File: src/rtl/count_capture_mem.sv
// Up/down counter that records its pre-step value into a circular capture memory on every
// enabled cycle, with a registered read port and a one-cycle terminal-count pulse.
// Optional build macro COUNT_CAPTURE_ONESHOT_EN: when defined, the memory fills once and then
// freezes (wr_ptr parks at 0) until reset, while the counter keeps stepping.
module count_capture_mem #(
  parameter int unsigned      WIDTH = 8,
  parameter int unsigned      DEPTH = 16,
  parameter int unsigned      STEP  = 1,
  parameter logic [WIDTH-1:0] INIT  = '0,
  localparam int unsigned     AW    = $clog2(DEPTH)
) (
  input  logic             clk,
  input  logic             rst,
  input  logic             enable,
  input  logic             up_down,
  input  logic             load,
  input  logic [WIDTH-1:0] load_value,
  input  logic [AW-1:0]    rd_addr,
  output logic [WIDTH-1:0] rd_data,
  output logic [WIDTH-1:0] count,
  output logic [AW-1:0]    wr_ptr,
  output logic             filled,
  output logic             tc
);

  localparam logic [WIDTH-1:0] StepW   = WIDTH'(STEP);
  localparam logic [AW-1:0]    LastPtr = AW'(DEPTH - 1);

  logic [WIDTH-1:0] mem_q [DEPTH];
  logic [WIDTH-1:0] count_q, count_d;
  logic [AW-1:0]    wr_ptr_q, wr_ptr_d;
  logic             filled_q, filled_d;
  logic             tc_q, tc_d;
  logic [WIDTH-1:0] rd_data_q;
  logic [WIDTH-1:0] term;
  logic             capture;

  // Next-state: load beats enable; tc flags a step/load landing on the direction's terminal.
  always_comb begin
    count_d  = count_q;
    wr_ptr_d = wr_ptr_q;
    filled_d = filled_q;
    tc_d     = 1'b0;
    capture  = 1'b0;
    term     = up_down ? '1 : '0;
    if (load) begin
      count_d = load_value;
      tc_d    = (load_value == term);
    end else if (enable) begin
`ifdef COUNT_CAPTURE_ONESHOT_EN
      capture = ~filled_q;
`else
      capture = 1'b1;
`endif
      count_d = up_down ? count_q + StepW : count_q - StepW;
      tc_d    = (count_d == term);
      if (capture) begin
        wr_ptr_d = wr_ptr_q + 1'b1;
        if (wr_ptr_q == LastPtr) begin
          filled_d = 1'b1;
        end
      end
    end
  end

  // Control state and read register; synchronous reset overrides everything.
  always_ff @(posedge clk) begin
    if (rst) begin
      count_q   <= INIT;
      wr_ptr_q  <= '0;
      filled_q  <= 1'b0;
      tc_q      <= 1'b0;
      rd_data_q <= '0;
    end else begin
      count_q   <= count_d;
      wr_ptr_q  <= wr_ptr_d;
      filled_q  <= filled_d;
      tc_q      <= tc_d;
      rd_data_q <= mem_q[rd_addr];  // same-address write this cycle returns old data
    end
  end

  // Capture memory: contents survive reset, written with the pre-step count.
  always_ff @(posedge clk) begin
    if (!rst && capture) begin
      mem_q[wr_ptr_q] <= count_q;
    end
  end

  assign rd_data = rd_data_q;
  assign count   = count_q;
  assign wr_ptr  = wr_ptr_q;
  assign filled  = filled_q;
  assign tc      = tc_q;

endmodule
File: config.mk
export PLATFORM = sky130hd
export DESIGN_NAME = count_capture_mem
export DESIGN_NICKNAME = d
export VERILOG_FILES = /design/src/rtl/count_capture_mem.sv
export SDC_FILE = /design/constraint.sdc
export NUM_CORES = 1
export LEC_CHECK = 0
export BUFFER_PORTS_ARGS = -buffer_cell sky130_fd_sc_hd__buf_2
export CORE_UTILIZATION = 60
export CTS_BUF_LIST = sky130_fd_sc_hd__clkbuf_4 sky130_fd_sc_hd__clkbuf_8 sky130_fd_sc_hd__clkbuf_16
export CTS_CLUSTER_DIAMETER = 120
export DETAILED_ROUTE_END_ITERATION = 6
export PLACE_DENSITY = 0.79
export SYNTH_ARGS = -nofsm -noshare
export SYNTH_HDL_FRONTEND = slang
export SYNTH_SLANG_ARGS = --single-unit
File: constraint.sdc
create_clock -name clk -period 4.6 [get_ports clk]
set_input_delay 0.23 -clock clk [delete_from_list [all_inputs] [get_ports clk]]
set_output_delay 0.23 -clock clk [all_outputs]
set_load 0.01 [all_outputs]
==> metrics.yaml, run 1 <==
drt_iter0_markers: 225
synthCells: 346
register_area_mm2: 0.00428
initial_core_util_pct: 62.6
syn_avg_cell_area_um2: 17.8
hp-class: "primary input to flop"
fin_crit_sh_pct: 56.8
yosysWarnings: 0
setup_viol: 0
async_flop_share_pct: 0
cts_buffers: 17
cts_buffer_depth: 2
drtPass1Iterations: 5
diodes: 0
cts_tree: "yes"
multi_input_comb_area_mm2: 0.00177
cp.arrival_ns: 3.03
fin_worst_skew_ns: 0.00720
grt_pass1_vias: 3335
slew_headroom_pct: 14.0
hold_viol: 0
core_mm2: 0.00986
yosysTopAreaCell: "edfxtp_1"
yosys.area_share.adder_pct: 2.35
clockRootBuffer: "clkbuf_8"
synthSimpleGateAreaFrac_pct: 6.26
synth_top_family_by_area: "multiplexers"
dp_hpwl_um: 7620
leakage_nw: 2.48
yosysSeqAreaShare_pct: 69.4
dp_cells: 502
syn_nets: 374
cap_violations: 0
final_cells: 542
insertion_delay_ns: 0.52
routedWlPerCell_um: 23.7
row_count: 36
whs_ns: 0.101
synth_top_area_share_pct: 62.2
synth.most_common_cell: "edfxtp_1"
synthTopCellsByArea: "edfxtp_1, mux4_2, dfxtp_1"
die_area_mm2: 0.0107
status: "completed"
finalWirelength_um: 12800
via_per_inst: 6.21
nFillCells: 576
rsz0062_at_grt: "no"
fin_tns_setup_ns: 0
critPathMaxFanout: 22
antenna_found_initial: 0
crit_required_ns: 5.02
ant_nets: 0
criticalPathCategory: "flop to flop"
synth_compound_area_share_pct: 4.25
yosys.cell_types.count: 43
ir_drop_uv: 232
crit_path_end_kind: "flop"
path_clk_slew_ns: 0.06
layout.nets: 424
finalCriticalPeriod_ns: 2.61
syn_area_mm2: 0.00618
die_x_um: 103
overflow: 0
grt_max_degree: 33
p_per_area_mw_per_mm2: 461
synthFlopType: "edfxtp_1"
clock_sinks: 150
grt.total_usage_pct: 26.7
cts-htree-levels: 4
synth-edff-count: 128
drv_slew: 0
die_height_um: 103
tightest_slew_ns: 1.28
fin_total_pwr_w: 0.00332
vias: 3367
critPathLaunchType: "flop"
portBuffers: 38
yosys-mux-area-fraction_pct: 14.7
fmax_mhz: 383
post_cts_buffers: 0
drc_errors: 0
synth_top_cells_by_count: "edfxtp_1, mux4_2, nor2_1"
syn2layout_area_growth_pct: 16.8
ys_seq_elements: 150
drive_gt1_share_pct: 27.6
grt_first_pass_wirelength_um: 19200
synth-xor-area-share_pct: 0.993
routabilityCongestion: 0.801
ios: 39
cell type report:
type,count,area share [%]
sequential,150,59.4
multi-input combinational,170,24.5
clock buffer,18,5.93
timing repair buffer,47,3.85
clock inverter,14,3.52
tap,133,2.31
inverter,10,0.520
metal layers:
metal  wire length, um  vias up  global-route usage [%]
met5                 0        -                       0
met4               204        0                    10.6
met3               856       21                    6.99
met2              6720      173                    44.6
met1              5060     1688                    33.8
li1                  -     1485                       -
worst max-delay path, cell delays in order (launching register included):
cell	delay (ns)
dfxtp_1	0.76
ha_1	0.37
a211oi_2	0.39
o21bai_1	0.15
o21a_1	0.14
or4_1	0.49
o41ai_2	0.22
per-stage QoR:
step	utilization (%)	setup slack [ns]	area (um^2)
after floorplan	-	2.29	6180
after global placement	65.4	2.03	6450
after detailed placement	65.4	1.93	6450
after CTS	73.1	1.99	7210
after global routing	73.1	1.78	7210
final	73.1	1.99	7210
logic make-up after synthesis:
family                     count (synthesis)
muxes                                     41
adders and majority gates                 11
buffers and inverters                     26
xor gates and xnor gates                   7
AOI/OAI and AO/OA                         37
and+or+nand+nor                           74
DFF                                      150
flip-flops by register name, summed over array words and instances (netlist names):
signal,flops
rd_data,8
tc,1
wr_ptr,4
mem_q,128
filled,1
count,8
layout by cell type, fill, tap and decap left out, drive strengths merged, types with 2 or more instances in the layout:
cell,count
edfxtp,128
mux4,40
buf,39
nor2,26
dfxtp,22
clkbuf,18
nor2b,12
a21oi,11
inv,10
ha,10
nand2,9
dlygate4sd3,8
nor3,7
bufinv,7
clkinv,6
a211oi,5
nor3b,4
xor2,4
o21ai,4
nand2b,3
xnor2,3
a221oi,3
o211ai,3
o21bai,2
o21a,2
nand4,2
o22ai,2
nand3b,2
and4,2
nor4,2
repair_timing:
item,CTS,global route
hold buffers,8,0
endpoints found under the hold margin,8,0
resized for setup,0,0
where the power goes:
| part | switching (W) | leakage [nW] | internal (W) | total [W] |
|---|---|---|---|---|
| registers | 0.0000400 | 1.35 | 0.00150 | 0.00154 |
| logic | 0.000105 | 0.795 | 0.0000950 | 0.000200 |
| clock network | 0.000524 | 0.332 | 0.00106 | 0.00158 |
path summary, 6_finish.rpt:
| check | depth (start not counted) | start | slack [ns] | to |
|---|---|---|---|---|
| setup / recovery | 6 | count[1] | 1.99 | tc |
| hold / removal | 3 | enable | 0.10 | count[7] |
| setup reg to reg | 6 | count[1] | 1.99 | tc |
| hold reg to reg | 2 | filled | 0.51 | filled |
Note: power is estimated with default switching activity, not from simulation.
==> run 2, diff against run 1 <==
- clock period: 4.6 -> 2.6 ns (I/O delays scaled with it)
==> metrics.yaml, run 2 (synthesis results as in run 1) <==
hp-class: "primary input to flop"
path_cells: "ha_1, a211oi_4, o21ai_0, xor2_1, nand2_1, a221oi_1, dlygate4sd3_1"
routedWlPerCell_um: 23.4  # -1.0%
regMostFlops: "mem_q"
final_common_cell: "edfxtp_1"
die_area_mm2: 0.0107  # unchanged
grt_pass1_vias: 3575  # +7.2%
dp_cells: 529  # +5.4%
critPathMaxFanout: 6  # -73%
setup_viol: 0  # unchanged
r2r-start: "count[1]"
diodes: 0  # unchanged
fin_crit_sh_pct: 93.1  # +36 points
die_x_um: 103  # unchanged
slowest_stage: "dlygate4sd3_1"
ir_drop_uv: 359  # +55%
reg2regPathDepth: 7  # +1
critPathLaunchType: "flop"
clock_sinks: 150  # unchanged
grt_first_pass_wirelength_um: 20100  # +4.3%
drt_iter0_markers: 299  # +33%
insertion_delay_ns: 0.53  # about the same
leakage_nw: 2.59  # +4.6%
max_stage_delay_ns: 0.57  # -0.19 ns
cap_violations: 0  # unchanged
rsz0062_at_grt: "no"
drv_slew: 0  # unchanged
reg2reg_to: "count[5]"
cts_tree: "yes"
post-route-util_pct: 74.7  # +1.6 points
slew_headroom_pct: 57.0  # +43 points
path_clk_slew_ns: 0.06  # about the same
status: "completed"
fin_tns_setup_ns: 0  # unchanged
routabilityCongestion: 0.887  # +11%
initial_core_util_pct: 62.6  # unchanged
multi_input_comb_area_mm2: 0.00177  # +0.43%
drtPass1Iterations: 5  # unchanged
ios: 39  # unchanged
syn2layout_area_growth_pct: 19.3
tightest_slew_ns: 0.643  # -0.638 ns
finalWirelength_um: 13400  # +4.6%
clockRootBuffer: "clkbuf_8"
dpl_cell_area_mm2: 0.00668  # +3.5%
grt.total_usage_pct: 27.8  # +1.1 points
largest_reg_flops: 128  # unchanged
cts-htree-levels: 4  # unchanged
p_per_area_mw_per_mm2: 741  # +61%
die_height_um: 103  # unchanged
crit_path_end_kind: "flop"
dp_hpwl_um: 8220  # +7.8%
drive_gt1_share_pct: 32.7  # +5.1 points
cp.arrival_ns: 2.90  # -0.13 ns
criticalPathCategory: "flop to flop"
layout.nets: 455  # +7.3%
nFillCells: 567  # -1.6%
vias: 3567  # +5.9%
crit_required_ns: 3.08  # -1.94 ns
fin_worst_skew_ns: 0.00922  # +0.00202 ns
r2r_slack_ns: 0.18  # -1.81 ns
fmax_mhz: 413  # +7.8%
antenna_found_initial: 0  # unchanged
row_count: 36  # unchanged
cp-endpoint: "count[5]"
final_area_mm2: 0.00737  # +2.2%
final_cells: 573  # +5.7%
cp-startpoint: "count[1]"
portBuffers: 38  # unchanged
cts_buffers: 17  # unchanged
hold_viol: 0  # unchanged
core_mm2: 0.00986  # unchanged
ant_nets: 0  # unchanged
drc_errors: 0  # unchanged
cts_buffer_depth: 2  # unchanged
overflow: 0  # unchanged
final_cell_mix: "edfxtp_1, mux4_2, buf_2"
via_per_inst: 6.23  # +0.21%
grt_max_degree: 33  # unchanged
register_area_mm2: 0.00429  # about the same
whs_ns: 0.0498  # -0.0515 ns
finalCriticalPeriod_ns: 2.42  # -0.190 ns
run 2: cell types whose count changed in the layout (fill, tap and decap cells not counted), sizes merged:
cell,previous run,this run
buf,39,68
inv,10,15
clkinvlp,1,3
clkinv,6,5
bufinv,7,1
dlygate4sd3,8,10
run 2: worst min path at each step:
| stage | startpoint | end | slack [ns] | depth (start not counted) |
|---|---|---|---|---|
| global placement | load_value[1] | count[1] | 0.39 | 3 |
| finish | load | count[1] | 0.05 | 3 |
| global route | load | count[1] | 0.06 | 3 |
| detailed placement | load_value[1] | count[1] | 0.41 | 3 |
| floorplan | rst | rd_data[7] | 0.20 | 1 |
| CTS | load | count[1] | 0.02 | 3 |
run 2: metal layers:
| metal | up-vias | GRT usage [%] | routed length (um) |
|---|---|---|---|
| met5 | - | 0 | 0 |
| met4 | 0 | 13.0 | 386 |
| met3 | 33 | 7.33 | 1070 |
| met2 | 185 | 43.1 | 6680 |
| met1 | 1793 | 37.4 | 5300 |
| li1 | 1556 | - | - |
run 2: power breakdown:
part	leakage [nW]	switching (W)	total [W]	internal, W
registers	1.35	0.0000167	0.00267	0.00266
logic	0.969	0.000263	0.000467	0.000204
clock network	0.271	0.00100	0.00232	0.00132
run 2: through the flow:
| stage | setup WS (ns) | total power, W |
|---|---|---|
| 2_1_floorplan | 0.292 | 0.00301 |
| 3_3_place_gp | 0.279 | 0.00314 |
| 3_5_place_dp | 0.188 | 0.00316 |
| 4_1_cts | 0.0587 | 0.00547 |
| 5_1_grt | 0.0687 | 0.00563 |
| 6_report | 0.179 | 0.00546 |
run 2: final cells by class:
class,count,share of cell area (%)
inverters,10,0.509
repair buffers,78,7.33
well taps,133,2.26
clock buffers,18,5.81
clock inverters,14,1.88
flip-flops and latches,150,58.1
multi-input cells,170,24.1
run 2: repair_timing:
item,CTS,global route
gates resized for setup,0,2
hold buffers,10,0
setup endpoints to repair,0,1
setup buffers,0,2
endpoints found under the hold margin,8,0
run 2: worst max-delay path, delay by kind of cell (launching register included):
kind / cells / cell delay, ns
xor+xnor: 1 / 0.28
compound gates: 3 / 0.75
fa+ha+maj: 1 / 0.32
simple gates: 1 / 0.09
buf+inv: 1 / 0.57
flops: 1 / 0.36
